$ cat config.mk
export PLATFORM = sky130hd
export DESIGN_NAME = fetch_queue
export DESIGN_NICKNAME = d
export VERILOG_FILES = /design/src/rtl/fetch_pkg.sv /design/src/rtl/fetch_queue_mem.sv /design/src/rtl/fetch_queue.sv
export SDC_FILE = /design/constraint.sdc
export NUM_CORES = 1
export LEC_CHECK = 0
export CAP_MARGIN = 30
export CORE_MARGIN = 5
export CORE_UTILIZATION = 27
export CTS_CLUSTER_DIAMETER = 60
export DETAILED_ROUTE_END_ITERATION = 10
export DONT_BUFFER_PORTS = 1
export PLACE_DENSITY_LB_ADDON = 0.15
export SLEW_MARGIN = 20
export SYNTH_ARGS = -nofsm -noshare
export SYNTH_HDL_FRONTEND = slang
export SYNTH_SLANG_ARGS = --single-unit
$ cat constraint.sdc
create_clock -name CLK -period 4.2 [get_ports CLK]
set_clock_uncertainty 0.2 [all_clocks]
set_input_delay 0.84 -clock CLK [delete_from_list [all_inputs] [get_ports CLK]]
set_output_delay 0.84 -clock CLK [all_outputs]
set_load 0.01 [all_outputs]
$ cat src/rtl/fetch_pkg.sv
// Shared fetch-entry type and default queue geometry for the IF/ID boundary.
package fetch_pkg;
  localparam int FQ_DEPTH   = 4;
  localparam int FQ_ADDR_W  = 32;
  localparam int FQ_INSTR_W = 32;

  typedef struct packed {
    logic [FQ_INSTR_W-1:0] instr;
    logic [FQ_ADDR_W-1:0]  pc;
    logic [FQ_ADDR_W-1:0]  pc_plus4;
    logic                  bp;
  } fetch_entry_t;
endpackage

$ cat src/rtl/fetch_queue_mem.sv
// Fetch queue storage: DEPTH x WIDTH, one write port, read port addressed by a register
// owned by the caller, so the read data depends only on registered state.
module fetch_queue_mem #(
  parameter int DEPTH = 4,
  parameter int WIDTH = 97,
  parameter int AW    = $clog2(DEPTH)
) (
  input  logic             clk_i,
  input  logic             we_i,
  input  logic [AW-1:0]    waddr_i,
  input  logic [WIDTH-1:0] wdata_i,
  input  logic [AW-1:0]    raddr_i,
  output logic [WIDTH-1:0] rdata_o
);
  logic [WIDTH-1:0] mem_q [DEPTH];

  always_ff @(posedge clk_i) begin
    if (we_i) mem_q[waddr_i] <= wdata_i;
  end

  assign rdata_o = mem_q[raddr_i];
endmodule

$ cat src/rtl/fetch_queue.sv
// Fetch queue between IF and decode: entries appear one cycle after push, no bypass.
// A full queue still accepts when the head leaves in the same cycle; FLUSH beats everything.
module fetch_queue
  import fetch_pkg::*;
#(
  parameter int DEPTH   = FQ_DEPTH,
  parameter int ADDR_W  = FQ_ADDR_W,
  parameter int INSTR_W = FQ_INSTR_W,
  parameter int CNT_W   = $clog2(DEPTH) + 1
) (
  input  logic               CLK,
  input  logic               RESET,
  input  logic               FLUSH,
  input  logic               STALL,
  input  logic               IN_VALID,
  output logic               IN_READY,
  input  logic [INSTR_W-1:0] Instr_IF,
  input  logic [ADDR_W-1:0]  Instr_PC_IF,
  input  logic [ADDR_W-1:0]  Instr_PC_Plus4_IF,
  input  logic               Branch_prediction_IN,
  output logic               OUT_VALID,
  output logic [INSTR_W-1:0] Instr_OUT,
  output logic [ADDR_W-1:0]  Instr_PC_OUT,
  output logic [ADDR_W-1:0]  Instr_PC_Plus4_OUT,
  output logic               Branch_prediction_OUT,
  output logic [CNT_W-1:0]   COUNT
);
  localparam int AW = $clog2(DEPTH);
  localparam logic [CNT_W-1:0] FULL = CNT_W'(DEPTH);

  typedef struct packed {
    logic [INSTR_W-1:0] instr;
    logic [ADDR_W-1:0]  pc;
    logic [ADDR_W-1:0]  pc_plus4;
    logic               bp;
  } entry_t;

  localparam int ENTRY_W = $bits(entry_t);

  logic [AW-1:0]    wr_ptr_q, wr_ptr_d;
  logic [AW-1:0]    rd_ptr_q, rd_ptr_d;
  logic [CNT_W-1:0] count_q, count_d;
  logic             push, pop;
  entry_t           wr_entry, rd_entry, head;

  assign OUT_VALID = (count_q != '0);
  assign pop       = OUT_VALID && !STALL && !FLUSH;
  assign IN_READY  = (count_q < FULL) || pop;
  assign push      = IN_VALID && IN_READY && !FLUSH;

  assign wr_entry = '{instr: Instr_IF, pc: Instr_PC_IF,
                      pc_plus4: Instr_PC_Plus4_IF, bp: Branch_prediction_IN};

  fetch_queue_mem #(
    .DEPTH (DEPTH),
    .WIDTH (ENTRY_W),
    .AW    (AW)
  ) u_mem (
    .clk_i   (CLK),
    .we_i    (push),
    .waddr_i (wr_ptr_q),
    .wdata_i (wr_entry),
    .raddr_i (rd_ptr_q),
    .rdata_o (rd_entry)
  );

  // Storage is never cleared, so stale contents are masked whenever the queue is empty.
  assign head                  = OUT_VALID ? rd_entry : '0;
  assign Instr_OUT             = head.instr;
  assign Instr_PC_OUT          = head.pc;
  assign Instr_PC_Plus4_OUT    = head.pc_plus4;
  assign Branch_prediction_OUT = head.bp;
  assign COUNT                 = count_q;

  always_comb begin
    wr_ptr_d = wr_ptr_q;
    rd_ptr_d = rd_ptr_q;
    count_d  = count_q;
    if (FLUSH) begin
      wr_ptr_d = '0;
      rd_ptr_d = '0;
      count_d  = '0;
    end else begin
      if (push) wr_ptr_d = wr_ptr_q + AW'(1);
      if (pop)  rd_ptr_d = rd_ptr_q + AW'(1);
      case ({push, pop})
        2'b10:   count_d = count_q + CNT_W'(1);
        2'b01:   count_d = count_q - CNT_W'(1);
        default: count_d = count_q;
      endcase
    end
  end

  always_ff @(posedge CLK or posedge RESET) begin
    if (RESET) begin
      wr_ptr_q <= '0;
      rd_ptr_q <= '0;
      count_q  <= '0;
    end else begin
      wr_ptr_q <= wr_ptr_d;
      rd_ptr_q <= rd_ptr_d;
      count_q  <= count_d;
    end
  end
endmodule

# == After elaboration in Yosys (flattened, before gate mapping) ==
# Memory sizes are Yosys's and may differ from the RTL's.
# Index checks and enable logic that the tools add are counted.
# totals
mem_count,1
inputBits,102
romBits,0
ram_bits,388
regBits,7
wordCells,31
latch_bits,0
# op_classes
bitwise_logic,0
magnitude_cmp,1
n_mux,9
n_shift,0
mul,0
reduce_logical,11
n_eq_ne,2
add_sub_neg,4
n_div,0
# memory_table
memory,words,word_bits,read_ports,rd_ports_with_merged_regs,wr,line_no,source
u_mem.mem_q,4,97,1,0,1,fetch_queue_mem.sv:15,logic [WIDTH-1:0] mem_q [DEPTH];
# ops
op,count
$mux W97,1
$mux W2,4
$pmux W3 S2,1
$reduce_bool A3 Y1,2
$add A2 B1 Y2 const B,2
$logic_and A1 B1 Y1,4
$reduce_bool A2 Y1,2
$add A3 B1 Y3 const B,1
$lt A3 B3 Y1 const B,1
$mux W3,1
$sub A3 B1 Y3 const B,1
$eq A2 B1 Y1 const B,1
$eq A2 B2 Y1 const B,1
$logic_not A1 Y1,2
$mux W1,2
$logic_or A1 B1 Y1,1

# == Logic depth before layout (Yosys ltp) ==
# depth
ltp_word,9
ltp_mapped,6
ltp_nobuf,6

# == Hierarchy ==
# A second synthesis with hierarchy kept.
# hier_totals
cells_unflattened,676
hier_area_um2,15234.6
# by_module_without_submodules
module,seq_area_each_um2,n_inst,cells_per_inst,area_each_um2
fetch_queue_mem,11651.2,1,511,14015.9
fetch_queue,175.2,1,165,1218.7

# == Least setup slack after synthesis ==
# Ideal clock, no wire load.
# synth_timing
path_type,in2reg
from,input FLUSH
to,"memory u_mem.mem_q[2][0], enable pin"
path_slack_ns,-0.047
required_ns,3.533
t_arrival_ns,3.581
stages,3
setup_time_ns,0.467
cell_sequence,clkbuf_1 -> a211oi_1 -> and2_1
# synth_via
elab_chain_len,7
# synth_rtl
element,line_no,source
start: declaration,fetch_queue.sv:13,"input logic FLUSH,"
$logic_not A1 Y1 *,"fetch_queue.sv:47, fetch_queue.sv:49",
$logic_and A1 B1 Y1,fetch_queue.sv:47,assign pop = OUT_VALID && !STALL && !FLUSH;
$logic_or A1 B1 Y1,fetch_queue.sv:48,assign IN_READY = (count_q < FULL) || pop;
$logic_and A1 B1 Y1,fetch_queue.sv:49,assign push = IN_VALID && IN_READY && !FLUSH;
$logic_and A1 B1 Y1 *,fetch_queue.sv:49,
$mux W1 *,fetch_queue_mem.sv:18,if (we_i) mem_q[waddr_i] <= wdata_i;
$mux W1 (implied by the code) *,fetch_queue_mem.sv:18,
end: declaration,fetch_queue_mem.sv:15,
# Every way passes the cells marked *; elsewhere a longest branch is shown, timed or not.

# == Worst setup path after layout ==
# layout_timing
from,register rd_ptr_q[0]
to,output Instr_PC_Plus4_OUT[3]
# layout_via
elab_chain_len,2
# layout_rtl
element,line_no,source
start: declaration,fetch_queue.sv:41,"logic [AW-1:0] rd_ptr_q, rd_ptr_d;"
start signal: assignment,fetch_queue.sv:101,rd_ptr_q <= rd_ptr_d;
$mem_v2 Z4 W97,n/a,
$mux W97,fetch_queue.sv:68,assign head = OUT_VALID ? rd_entry : '0;
end: declaration,fetch_queue.sv:24,"output logic [ADDR_W-1:0] Instr_PC_Plus4_OUT,"
# No other way between the ends.

==> summary.txt <==
Status
  – Status: completed

Critical path
  – R2R Path End: u_mem.mem_q[2][78]
  – Worst path bufs/invs: 1
  – Critical path arrival: 2510 ps
  – Worst reg2reg setup slack: around 1500 ps
  – Crit Path Category: reg2out
  – Critical Path End Type: output port
  – Critical Path, Cell by Cell: buf_4 > mux4_2 > and2_1
  – Reg2reg path depth: 3
  – CP startpoint kind: register
  – Worst endpoint required time: between 3000 and 4000 ps
  – CP max FO: 25
  – Slowest CP cell: dfrtp_4
  – RR Startpoint: COUNT[2]
  – Delay-heaviest family, CP: flip-flops
  – CP peak stage delay: around 770 ps

Worst hold path
  – Hold path depth: 1
  – Worst min-delay path startpoint: FLUSH
  – HP Class: in2reg
  – Hold-critical path endpoint: rd_ptr_q[0]

Global route
  – Remaining Overflow, GRT: 0
  – First-pass GRT wire length: between 40,000 and 50,000 um
  – Initial antenna violation count: 0
  – All-Layer GR Usage: about 11%
  – Largest net degree at the start of global routing: around 60
  – Vias in the first global route: about 7,700

Timing
  – Min Clock Period, post-route: approximately 3500 ps
  – Final WS setup: 651.8 ps
  – Achievable Freq: 0.2818 GHz
  – Setup violations, final: 0
  – Final hold slack: 140.0 ps
  – Final TNS setup: 0 ps
  – Tcrit/Tclk final: 84.48%
  – Measured slew at the worst slew-check pin: between 700 and 800 ps
  – Max transition margin: roughly 47%
  – RSZ-0062 raised after global routing: no
  – Final hold violations: 0
  – Final slew viol count: 0

Clocking
  – Worst-case clock buffer depth: 3
  – Num CTS Buffers: 45
  – CTS Root Cell: clkbuf_16
  – H-tree depth: 2
  – CTS tree: built
  – Clock sink count: 395
  – Skew-Pair Late Insertion Delay: 550 ps
  – Clk slew on worst S/H paths: roughly 60 ps
  – Setup bufs post-CTS: 0

Drt
  – Drt drc: 0
  – Routed len/inst: 22.29 um
  – DRT Pass-1 Iters: 4
  – Via count: 6,584
  – WL final: 33,440 um
  – DRT iter0 DRCs: approximately 300
  – Routed Antenna Nets: 0
  – Vias per cell: 4.389

Synthesis
  – Post-synthesis net count: just under 800
  – Post-Syn Instances: ~680
  – Synth area leader: edfxtp_1
  – Register area share after synthesis: between 70% and 80%
  – Ys flop type: edfxtp_1
  – Synth unique cells: 31
  – Top-area cell type share of the netlist area: 76.31%
  – #FFs+latches synth: between 300 and 400
  – Cell area after synthesis: around 15,000 um^2
  – Post-synth EDFFs: ~390
  – Async SR Flop Fraction: 1.772%
  – Mean post-synth cell area: approximately 22 um^2
  – Ranking of synthesized cells by area: edfxtp_1 76%, mux4_2 14%, and2_1 4.1%
  – YS warnings: 0

Final layout
  – N_diodes: 0
  – Most common cell after layout, fill and taps aside: edfxtp_1
  – Share of cells above drive strength 1: between 20% and 30%
  – Area Growth Syn to Fin: 14.67%
  – Leading cell types in the layout, fill and taps excluded: 388 x edfxtp_1, 97 x mux4_2, 97 x and2_1, 46 x clkbuf_16, 14 x clkbuf_1
  – Final net count: 815
  – Finished Layout Cells: ~1,500
  – FILL cells: around 5,400

Placed design
  – Placed cell count: ~1,400
  – Port-buffer cells: 0
  – DP HPWL: ~20,000 um
  – GPL Wtd Cong: 0.6959
  – Dpl ws: 1090 ps

Die
  – Core box area: about 56,000 um^2
  – Die ar.: between 60,000 and 70,000 um^2
  – Die Span X: approximately 250 um
  – Boundary Pins: ~200
  – Chip Height: 247.8 um
  – Initial core utilization: a little over a quarter
  – Row cnt: slightly below 90

Power
  – Max IR drop VDD: about 0.47 mV
  – Leakage: around 5.3 nW
  – Tot Pwr: ~8.9 mW
  – Pwr dens: between 500 and 600 nW/um^2

Job
  – Maxcap violations: 0
==> how the worst max path moves through the flow <==
stage / startpoint / to / slack [ps] / cells after the start
after global placement: IN_VALID / u_mem.mem_q[3][78] / 1120 / 4
final: rd_ptr_q[0] / Instr_PC_Plus4_OUT[3] / 650 / 3
after floorplan: FLUSH / u_mem.mem_q[0][0] / 1020 / 3
after detailed placement: IN_VALID / u_mem.mem_q[3][16] / 1090 / 4
after CTS: rd_ptr_q[0] / Instr_PC_Plus4_OUT[3] / 490 / 3
after global routing: rd_ptr_q[0] / Instr_PC_Plus4_OUT[3] / 440 / 3
==> metal layers <==
layer  track usage, %  up-vias  share of wire, %
met4            3.688        0               2.3
met1            12.17     3512                37
met2            18.68      178                51
met5                0        -                 0
met3            4.997       59               9.8
li1                 -     2835                 -
==> cell usage after synthesis, drive strengths merged (2+ instances only) <==
master / instances
dfrtp: 7
or3: 4
nor2: 5
a21oi: 5
inv: 7
nand3: 2
ha: 4
o21ai: 5
clkbuf: 15
nor3: 5
mux4: 97
nand2: 3
and2: 101
nor4: 2
edfxtp: 388
buf: 21
==> timing repair <==
action | in CTS | in global routing
endpoints found under the hold margin | 7 | 0
hold buffers | 1 | 0
gates resized for setup | 0 | 0
==> metrics by stage <==
stage	instance area (um^2)	utilization [%]
6_report	17510	31.17
4_1_cts	17510	31.17
5_1_grt	17510	31.17
3_3_place_gp	16140	28.74
2_1_floorplan	15270	-
3_5_place_dp	16140	28.74
==> cells by family after synthesis <==
family	count (synthesis)	share of synthesized area, %
buffers and inverters	43	2.245
AO/OA/AOI/OAI	14	0.5327
AND/OR/NAND/NOR	123	4.884
adder cells (fa/ha/maj)	5	0.4589
multiplexers	97	14.31
XOR/XNOR	2	0.1147
flip-flops	395	77.46
==> area by class of cell <==
class	count	area, um^2	share of cell area (%)
clock buffers	60	1204	6.875
multi-input cells	241	3109	17.76
repair buffers	18	237.7	1.358
inverters	7	26.28	0.1501
clock inverters	23	151.4	0.8647
flip-flops and latches	395	11830	67.59
well taps	756	945.9	5.403
==> state kept, by name (all words and copies together) (netlist names) <==
signal       cells
u_mem.mem_q    388
wr_ptr_q         2
rd_ptr_q         2
COUNT            3
==> where the power goes <==
part | total [mW] | internal, mW | switching (mW) | leakage (nW)
sequential | 4.52 | 4.47 | 0.0549 | 3.61
clock | 3.59 | 2.08 | 1.51 | 0.656
combinational | 0.751 | 0.310 | 0.441 | 1.03
total | 8.86 | 6.85 | 2.01 | 5.30
Note: power is estimated with default switching activity, not from simulation.
